--- src/rtl/compf_pipe.sv ---
// ============================================================================
// Module   : compf_pipe
// Brief    : Two-stage, multi-lane floating-point compare / MIN / MAX with a
//            valid-ready handshake. Define COMPF_NAN_EN for NaN handling.
// Revision : 1.0 - initial release
// ============================================================================
`default_nettype none

module compf_pipe #(
  parameter int EXP_W  = 8,
  parameter int MANT_W = 23,
  parameter int LANES  = 1,
  localparam int W     = 1 + EXP_W + MANT_W
) (
  input  logic               clk,
  input  logic               rst,
  input  logic               in_valid,
  output logic               in_ready,
  input  logic [LANES*W-1:0] a,
  input  logic [LANES*W-1:0] b,
  input  logic [2:0]         inst,
  output logic               out_valid,
  input  logic               out_ready,
  output logic [LANES-1:0]   s,
  output logic [LANES*W-1:0] res,
  output logic [LANES-1:0]   nan
);

  localparam logic [2:0] OP_NE = 3'b010;

  logic               en;
  logic               v1_q, v2_q;
  logic [LANES*W-1:0] a1_q, b1_q;
  logic [2:0]         inst1_q;
  logic [LANES-1:0]   s_d, s_q, nan_d, nan_q;
  logic [LANES*W-1:0] res_d, res_q;

  // Single global advance: every stage moves or every stage holds.
  assign en = !v2_q || out_ready;

  always_ff @(posedge clk) begin
    if (rst) begin
      v1_q    <= 1'b0;
      v2_q    <= 1'b0;
      a1_q    <= '0;
      b1_q    <= '0;
      inst1_q <= '0;
      s_q     <= '0;
      res_q   <= '0;
      nan_q   <= '0;
    end else if (en) begin
      v1_q <= in_valid;
      v2_q <= v1_q;
      if (in_valid) begin
        a1_q    <= a;
        b1_q    <= b;
        inst1_q <= inst;
      end
      if (v1_q) begin
        s_q   <= s_d;
        res_q <= res_d;
        nan_q <= nan_d;
      end
    end
  end

  for (genvar i = 0; i < LANES; i++) begin : g_lane
    logic [W-1:0] la, lb, lres;
    logic [W-2:0] ma, mb;
    logic         sa, sb, both_zero, eq, gt, lt, is_mm, pred, ls, lnan;

    assign la = a1_q[i*W +: W];
    assign lb = b1_q[i*W +: W];
    assign sa = la[W-1];
    assign sb = lb[W-1];
    assign ma = la[W-2:0];
    assign mb = lb[W-2:0];

`ifdef COMPF_NAN_EN
    localparam logic [W-1:0] QNAN = {1'b0, {EXP_W{1'b1}}, 1'b1, {(MANT_W-1){1'b0}}};
    logic nan_a, nan_b;
    assign nan_a = (&la[W-2 -: EXP_W]) && (la[MANT_W-1:0] != '0);
    assign nan_b = (&lb[W-2 -: EXP_W]) && (lb[MANT_W-1:0] != '0);
`endif

    always_comb begin
      both_zero = (ma == '0) && (mb == '0);
      eq        = both_zero || (la == lb);
      // Negative operands order by reversed magnitude.
      if (both_zero)     gt = 1'b0;
      else if (sa != sb) gt = sb;
      else if (!sa)      gt = (ma > mb);
      else               gt = (ma < mb);
      lt    = !eq && !gt;
      is_mm = (inst1_q[2:1] == 2'b00);
      pred  = 1'b0;
      case (inst1_q)
        3'b100: pred = eq;
        3'b110: pred = gt;
        3'b101: pred = lt;
        3'b111: pred = gt || eq;
        3'b011: pred = lt || eq;
        3'b010: pred = !eq;
        3'b000: pred = !gt;   // MIN keeps a on ties
        3'b001: pred = !lt;   // MAX keeps a on ties
        default: pred = 1'b0;
      endcase
      ls   = pred;
      lres = (is_mm && !pred) ? lb : la;
      lnan = 1'b0;
`ifdef COMPF_NAN_EN
      if (nan_a || nan_b) begin
        lnan = 1'b1;
        lres = la;
        ls   = (inst1_q == OP_NE);
        if (is_mm) begin
          if (nan_a && nan_b) begin
            ls   = 1'b0;
            lres = QNAN;
          end else if (nan_a) begin
            ls   = 1'b0;
            lres = lb;
          end else begin
            ls   = 1'b1;
            lres = la;
          end
        end
      end
`endif
    end

    assign s_d[i]           = ls;
    assign nan_d[i]         = lnan;
    assign res_d[i*W +: W]  = lres;
  end

  assign in_ready  = en;
  assign out_valid = v2_q;
  assign s         = s_q;
  assign res       = res_q;
  assign nan       = nan_q;

endmodule

`default_nettype wire

--- config.mk ---
export PLATFORM = sky130hd
export DESIGN_NAME = compf_pipe
export DESIGN_NICKNAME = d
export VERILOG_FILES = /design/src/rtl/compf_pipe.sv
export SDC_FILE = /design/constraint.sdc
export NUM_CORES = 1
export LEC_CHECK = 0
export ABC_CLOCK_PERIOD_IN_PS = 3900
export CELL_PAD_IN_SITES_DETAIL_PLACEMENT = 0
export CELL_PAD_IN_SITES_GLOBAL_PLACEMENT = 1
export CORE_ASPECT_RATIO = 0.5
export CORE_MARGIN = 2
export CORE_UTILIZATION = 38
export CTS_BUF_LIST = sky130_fd_sc_hd__clkbuf_2
export DETAILED_ROUTE_END_ITERATION = 16
export GPL_TIMING_DRIVEN = 0
export HOLD_SLACK_MARGIN = 0.03
export PLACE_DENSITY = 0.92
export RECOVER_POWER = 50
export REMOVE_ABC_BUFFERS = 1
export SYNTH_ARGS = -nofsm -noshare
export SYNTH_HDL_FRONTEND = slang
export SYNTH_SLANG_ARGS = --single-unit
--- constraint.sdc ---
create_clock -name clk -period 3.9 [get_ports clk]
set_clock_uncertainty 0.2 [all_clocks]
set_input_delay 1.17 -clock clk [delete_from_list [all_inputs] [get_ports clk]]
set_output_delay 1.17 -clock clk [all_outputs]
set_load 0.02 [all_outputs]
# ---- Yosys cells after proc, flatten, opt, wreduce, memory -nomap -nowiden
# Index checks and enable logic that the tools add are counted.
dict set report totals {
  regBits 102
  in_bits 71
}
dict set report op_classes {
  n_lt_le_gt_ge 2
  mux 5
  n_reduce_logical 18
  n_eq_ne 9
}
# operator n
set op_table {}
lappend op_table {{31-bit zero test} 2}
lappend op_table {{32-bit equality test} 1}
lappend op_table {{32-bit 2-to-1 mux} 1}
lappend op_table {{31-bit greater-than comparator} 1}
lappend op_table {{31-bit less-than comparator} 1}
lappend op_table {{3-bit equality test (second input constant)} 4}
lappend op_table {{1-bit case mux with 8 select lines} 1}
lappend op_table {{3-bit by 2-bit equality test with 1-bit output (second input constant)} 2}
lappend op_table {{1-bit zero test} 5}
lappend op_table {{1-bit logical OR} 4}
lappend op_table {{2-bit AND reduction} 2}
lappend op_table {{3-bit by 1-bit equality test with 1-bit output (second input constant)} 1}
lappend op_table {{1-bit logical AND} 3}
lappend op_table {{3-bit zero test} 1}
lappend op_table {{1-bit 2-to-1 mux} 3}
lappend op_table {{2-bit zero test} 1}
lappend op_table {{1-bit inequality test} 1}

# ---- Depth between registers and ports, before layout
# Gate-level depths: netlist of run 1.
dict set report logic_depth {
  depth_word 11
  ltp_mapped 12
  depth_no_buf 10
}

# ---- Least setup slack after synthesis of run 1
# No wires, ideal clock.
dict set report synth_path {
  path_kind {register -> register}
  from {register b1_q[29]}
  to {register res_q[31], in the netlist res[31]}
  stages_incl_launch_ff 12
  arrival_time_ps 2653
  t_required_ps 3580
  setup_ps 120
  setup_slack_ps 927
  path_cell_list {dfxtp_1 -> inv_1 -> ha_1 -> a21oi_1 -> nand2_1 -> a221o_1 -> a211o_1 -> o2bb2ai_2 -> or4_1 -> buf_2 -> and3_1 -> o31a_1}
}
dict set report synth_between {
  elab_chain_cells 11
  elab_cells_between_ends 19
  cone_classes {order compare: 2; eq/ne: 1; mux: 5; reduce/logical: 11}
}
# element line
set synth_lines {}
lappend synth_lines {{start: declaration} 33} ;# logic [LANES*W-1:0] a1_q, b1_q;
lappend synth_lines {{start signal: assignment} 46} ;# b1_q <= '0;
lappend synth_lines {{start signal: assignment} 56} ;# b1_q <= b;
lappend synth_lines {{31-bit greater-than comparator / 31-bit less-than comparator (equally long branches)} {92, 93}}
lappend synth_lines {{1-bit 2-to-1 mux} 92} ;# else if (!sa) gt = (ma > mb);
lappend synth_lines {{1-bit 2-to-1 mux} 91} ;# else if (sa != sb) gt = sb;
lappend synth_lines {{1-bit 2-to-1 mux} 90} ;# if (both_zero) gt = 1'b0;
lappend synth_lines {{1-bit zero test} {94, 104}}
lappend synth_lines {{1-bit logical AND} 94} ;# lt = !eq && !gt;
lappend synth_lines {{1-bit zero test / 1-bit logical OR (equally long branches)} {105, 102}}
lappend synth_lines {{1-bit case mux with 8 select lines *} 97} ;# case (inst1_q)
lappend synth_lines {{1-bit zero test *} 109} ;# lres = (is_mm && !pred) ? lb : la;
lappend synth_lines {{1-bit logical AND *} 109}
lappend synth_lines {{32-bit 2-to-1 mux *} 109}
lappend synth_lines {{end signal: assignment} 61} ;# res_q <= res_d;
lappend synth_lines {{end: declaration} 36} ;# logic [LANES*W-1:0] res_d, res_q;
# Every way passes the cells marked *; elsewhere a longest branch is shown, timed or not.
# A chain may end at the register's enable or synchronous reset.

# ---- Worst setup path in the final report of run 1
dict set report layout_path {
  from {register b1_q[20]}
  to {register res_q[31], in the netlist res[31]}
}
# The elaborated chain is that of the path after synthesis.

==> impl_metrics.toml, run 1 <==
[critical_path]
arrival_ps = 3980
crit_required_ps = 4190
worstRegToRegCells = 10
worst_path_max_delay_cell = "nor4_2"
r2r_start = "b1_q[20]"
slowest_delay_ps = 560
path_buf_inv = 1
cp_cell_sequence = "inv_1, ha_1, nand4_1, nor4_2, nand3_1, and2_1, a221oi_4, o21ai_4, and3_1, o31a_1"
endpoint_kind = "flop"
rrSetupSlack_ps = 210
cp_max_fo = 33
critPathTopFamily = "simple AND/OR/NAND/NOR gates"
reg2reg_to = "res[31]"
worstSetupPathType = "flop to flop"
critPathLaunchType = "flop"

[min_path]
hold_start = "v1_q"
hold_depth = 2
hold_class = "flop to flop"
whs_endpoint = "out_valid"

[logic_synthesis]
syn_area_per_cell_um2 = 7.70
synth_seq_cells = 102
syn_inst = 659
async_flop_share = 0
synth-warning-count = 0
syn_area_mm2 = 0.00508
synth.distinct_cells = 45
synth_ff_type = "dfxtp_1"
synth-edff-count = 0
synth_seq_area_share = 0.402

[cts]
clockRootBuffer = "clkbuf_2"
cts_made_buffers = 9
cts_tree = "built"
cts.clk_slew.worst_paths_ps = 270
cts_buffer_depth = 2
worstSkewPairLatency_ps = 590
cts.sinks = 102
h-tree-depth = 3
ctsHoldBuffers = 0

[sta]
relSlewSlack = 0.0131
max_freq_mhz = 271
hold_ws_ps = 300
worst_pin_slew_ps = 1480
setup_tns_ps = 0
slew_viol_final = 0
period_share = 0.946
fin_crit_ps = 3690
setup_viol = 0
rsz0062_at_grt = "false"
hold_violations = 0

[detailed_routing]
routedWlPerCell_um = 15.0
viasPerCell = 5.30
finalWirelength_um = 13700
drt-initial-drc-count = 345
num_vias = 4811
ant_nets = 0
first_pass_iters = 11
drc = 3

[final_layout]
fill_cells = 1257
final_nets = 835
synthToLayoutAreaGrowth_pct = 27.2
final_cells = 908
fin_util = 0.503
diodes = 0
layout-drive-gt1-share = 0.0474

[place]
place_congestion = 0.777
dp_cells = 891
dp_hpwl_um = 9720
port-buffer-count = 105

[global_routing]
grt-ovfl-total = 0
grt_max_degree = 90
grt_pass1_wl_um = 22700
antenna_found_initial = 0
grt_pass1_vias = 4558
track_usage = 0.195

[die]
ioPinCount = 107
start_util = 0.395
core_mm2 = 0.0128
die_area_mm2 = 0.0144
dieHeight_um = 85.7
chipWidth_um = 167
num_rows = 29

[power]
vdd_drop_max_uv = 158
leakage_nw = 2.44
p_per_area_mw_per_mm2 = 361

[job]
drv_cap = 0

[run_status]
violations = "design-rule violations"
status = "finished with violations"
## cells in the mapped netlist (all sizes together) (4+ instances only)
cell type	number	area (um^2)
a211oi	4	35.0
a21oi	79	395
a31oi	32	200
and2	4	25.0
and3	4	25.0
buf	12	65.1
clkbuf	38	143
dfxtp	102	2040
ha	31	388
inv	34	128
nand2	141	529
nand3	37	185
nand4	9	62.6
nor2	11	41.3
nor4	19	125
o21ai	38	190
o21bai	31	233
## per-layer routing
metal | GRT usage | up-vias | wire (um)
li1 | - | 2460 | -
met2 | 0.311 | 117 | 6050
met3 | 0.0480 | 9 | 844
met4 | 0.0419 | 0 | 98
met1 | 0.270 | 2225 | 6670
met5 | 0 | - | 0
## cell families (layout without fill, tap and decap cells)
logic type | count (synthesis) | in the layout | share of synthesized area
fa+ha+maj | 31 | 31 | 0.0764
compound gates | 202 | 202 | 0.240
other cells | 1 | 1 | 0.000739
buf+inv | 84 | 163 | 0.0661
simple gates | 238 | 238 | 0.213
flops | 102 | 102 | 0.402
xor+xnor | 1 | 1 | 0.00173
## report_power, final
part,total (W),leakage (nW),internal (W),switching (W)
combinational,0.000589,1.53,0.000267,0.000321
clock,0.000561,0.0753,0.000207,0.000354
sequential,0.00118,0.840,0.00111,0.0000648
total,0.00233,2.44,0.00159,0.000740
## registers in the layout, indices dropped and copies added, names as in the netlist
| name | flops |
|---|---|
| a1_q | 32 |
| b1_q | 32 |
| inst1_q | 3 |
| out_valid | 1 |
| res | 32 |
| s | 1 |
| v1_q | 1 |
## worst min-delay path, delay by kind of cell (launching register included)
kind	cells	cell delay, ps
flops	1	370
compound gates	1	50
buf+inv	1	70
## worst max path at each step
stage,from,to,slack (ps),depth (start not counted)
3_5_place_dp,b1_q[20],res[31],-360,10
4_1_cts,out_ready,in_ready,50,3
3_3_place_gp,b1_q[22],res[7],-1210,10
6_report,b1_q[20],res[31],210,10
5_1_grt,b1_q[22],res[31],50,10
2_1_floorplan,b1_q[29],res[0],410,10
## stage by stage
step                      total power, W  cell area (um^2)  setup slack, ps
final                            0.00233              6450              211
after global placement           0.00174              6130            -1210
after detailed placement         0.00177              6290             -361
after CTS                        0.00234              6420             46.1
after floorplan                  0.00149              4870              413
after global routing             0.00247              6450             50.8
## cell type report
type	count	area [um^2]	share of cell area
Inverter	34	128	0.0198
Timing Repair Buffer	113	1200	0.186
Multi-Input combinational cell	473	2740	0.424
Sequential cell	102	2040	0.316
Clock inverter	7	88.8	0.0138
Tap cell	170	213	0.0330
Clock buffer	9	45.0	0.00698
## cells in the final DEF, fill, tap and decap left out, types with 3 or more instances in the layout
master,n
o21ai_0,37
a211oi_1,3
inv_1,34
dfxtp_1,102
nand4_1,8
nor2_1,11
clkdlybuf4s50_1,102
o21bai_1,31
ha_1,31
nand3_1,37
a31oi_1,32
nor4_1,18
o31ai_1,3
a21oi_1,79
clkbuf_2,9
buf_12,4
and3_1,4
nand2_1,141
## repair_timing
action                     in CTS  in global routing
buffers inserted                0                  1
gates resized for setup         2                  2
pin swaps                       0                  1
setup endpoints to repair      32                 19
Power figures use the tool's default switching activity.
==> inputs of run 2 (changes only) <==
--- a/config.mk
+++ b/config.mk
@@ -18,6 +18,7 @@
 export PLACE_DENSITY = 0.92
 export RECOVER_POWER = 50
 export REMOVE_ABC_BUFFERS = 1
+export SLEW_MARGIN = 30
 export SYNTH_ARGS = -nofsm -noshare
 export SYNTH_HDL_FRONTEND = slang
 export SYNTH_SLANG_ARGS = --single-unit
==> impl_metrics.toml, run 2 (synthesized netlist as in run 1, its figures left out) <==
[global_routing]
track_usage = 0.196
grt_pass1_vias = 4670
grt_max_degree = 66
grt-ovfl-total = 0
grt_pass1_wl_um = 23000
antenna_found_initial = 0

[critical_path]
endpoint_kind = "output pin"
critPathLaunchType = "input pin"
worstRegToRegCells = 11
arrival_ps = 2300
worstSetupPathType = "input pin to output pin"
cp_max_fo = 7
crit_required_ps = 2530

[die]
die_area_mm2 = 0.0144
ioPinCount = 107
dieHeight_um = 85.7
core_mm2 = 0.0128
num_rows = 29
start_util = 0.395
chipWidth_um = 167

[place]
dp_hpwl_um = 9860
place_congestion = 0.777
post_dp_cell_area_mm2 = 0.00629
port-buffer-count = 105

[detailed_routing]
met3_length_um = 758
drt-initial-drc-count = 383
first_pass_iters = 13
routed-wl-met2_um = 6190
viasPerCell = 5.38
routedWlPerCell_um = 15.2
finalWirelength_um = 13800
ant_nets = 0
top_layer = "met4"
num_vias = 4885
drt-met1-wl_um = 6710
drc = 3

[sta]
period_share = 0.940
slew_viol_final = 0
max_freq_mhz = 273
hold_violations = 0
setup_viol = 0
rsz0062_at_grt = "false"
worst_pin_slew_ps = 1460
relSlewSlack = 0.0241
fin_crit_ps = 3670
hold_ws_ps = 302

[cts]
h-tree-depth = 3
cts_tree = "built"
ctsHoldBuffers = 0
cts_buffer_depth = 2
worstSkewPairLatency_ps = 580
clockRootBuffer = "clkbuf_2"
cts.sinks = 102
cts.clk_slew.worst_paths_ps = 240
cts_made_buffers = 9

[power]
seqPwrFrac = 0.506
total_power_w = 0.00233
p_comb_frac = 0.253
power.internal_w = 0.00159
vdd_drop_max_uv = 128
switchingPower_w = 0.000739
p_sw_frac = 0.318
power_frac_clock = 0.241
p_per_area_mw_per_mm2 = 360
leakage_nw = 2.44

[final_layout]
final_nets = 835
layout_common_cells = "nand2_1 (141), dfxtp_1 (102), clkdlybuf4s50_1 (102), a21oi_1 (79)"
fin_util = 0.503
diodes = 0
mostFrequentLayoutCell = "nand2_1"
synthToLayoutAreaGrowth_pct = 27.3
layout-drive-gt1-share = 0.0488
fin_area_mm2 = 0.00646

[min_path]
hold_class = "flop to flop"
hold_depth = 2

[run_status]
status = "finished with violations"
violations = "design-rule violations"

[job]
drv_cap = 0
==> run 2: per-stage QoR <==
step	setup TNS, ps	instances	worst slack (ps)
global route	0	908	78.4
floorplan	0	609	413
global placement	-80970	884	-1210
detailed placement	-27.2	891	-27.2
CTS	0	907	119
finish	0	908	232
==> run 2: cell type report <==
| cell class | instances | area, um^2 |
|---|---|---|
| timing repair buffer | 113 | 1190 |
| fill | 1242 | 6380 |
| clock inverter | 6 | 86.3 |
| multi-input combinational | 473 | 2760 |
| tap | 170 | 213 |
| clock buffer | 10 | 50.0 |
| inverter | 34 | 128 |
| sequential | 102 | 2040 |
==> run 2: worst max-delay path, stage by stage <==
cell and delay, ps:
dlygate4sd3_1 520, nand2b_1 240, dlygate4sd2_1 370
==> run 2: what timing repair did <==
action,4_1_cts,5_1_grt
setup endpoints to repair,2,32
resized for setup,2,2
pin swaps,0,1
buffers inserted,0,1
==> run 2: routing by layer <==
| layer | track usage | vias to the layer above |
|---|---|---|
| li1 | - | 2457 |
| met1 | 0.272 | 2284 |
| met2 | 0.317 | 132 |
| met3 | 0.0438 | 12 |
| met4 | 0.0379 | 0 |
| met5 | 0 | - |
==> run 2: power groups by stage <==
stage / Clock [W] / Sequential, W / Combinational [W]
floorplan: 0 / 0.00121 / 0.000285
global placement: 0 / 0.00120 / 0.000544
detailed placement: 0 / 0.00120 / 0.000576
CTS: 0.000574 / 0.00118 / 0.000580
global route: 0.000623 / 0.00119 / 0.000653
finish: 0.000560 / 0.00118 / 0.000589
==> run 2: path summary, 6_finish.rpt <==
check / from / slack, ps / endpoint
worst max-delay path: out_ready / 230 / in_ready
worst min-delay path: v1_q / 300 / out_valid
worst max register to register: b1_q[20] / 310 / res[31]
worst min register to register: v1_q / 300 / out_valid
==> inputs of run 3 (changes only) <==
--- a/config.mk
+++ b/config.mk
@@ -12,6 +12,7 @@
 export CORE_MARGIN = 2
 export CORE_UTILIZATION = 38
 export CTS_BUF_LIST = sky130_fd_sc_hd__clkbuf_2
+export CTS_CLUSTER_DIAMETER = 200
 export DETAILED_ROUTE_END_ITERATION = 16
 export GPL_TIMING_DRIVEN = 0
 export HOLD_SLACK_MARGIN = 0.03
==> results of run 3 <==
No change in the layout: final DEF, timing and power equal those of run 2.
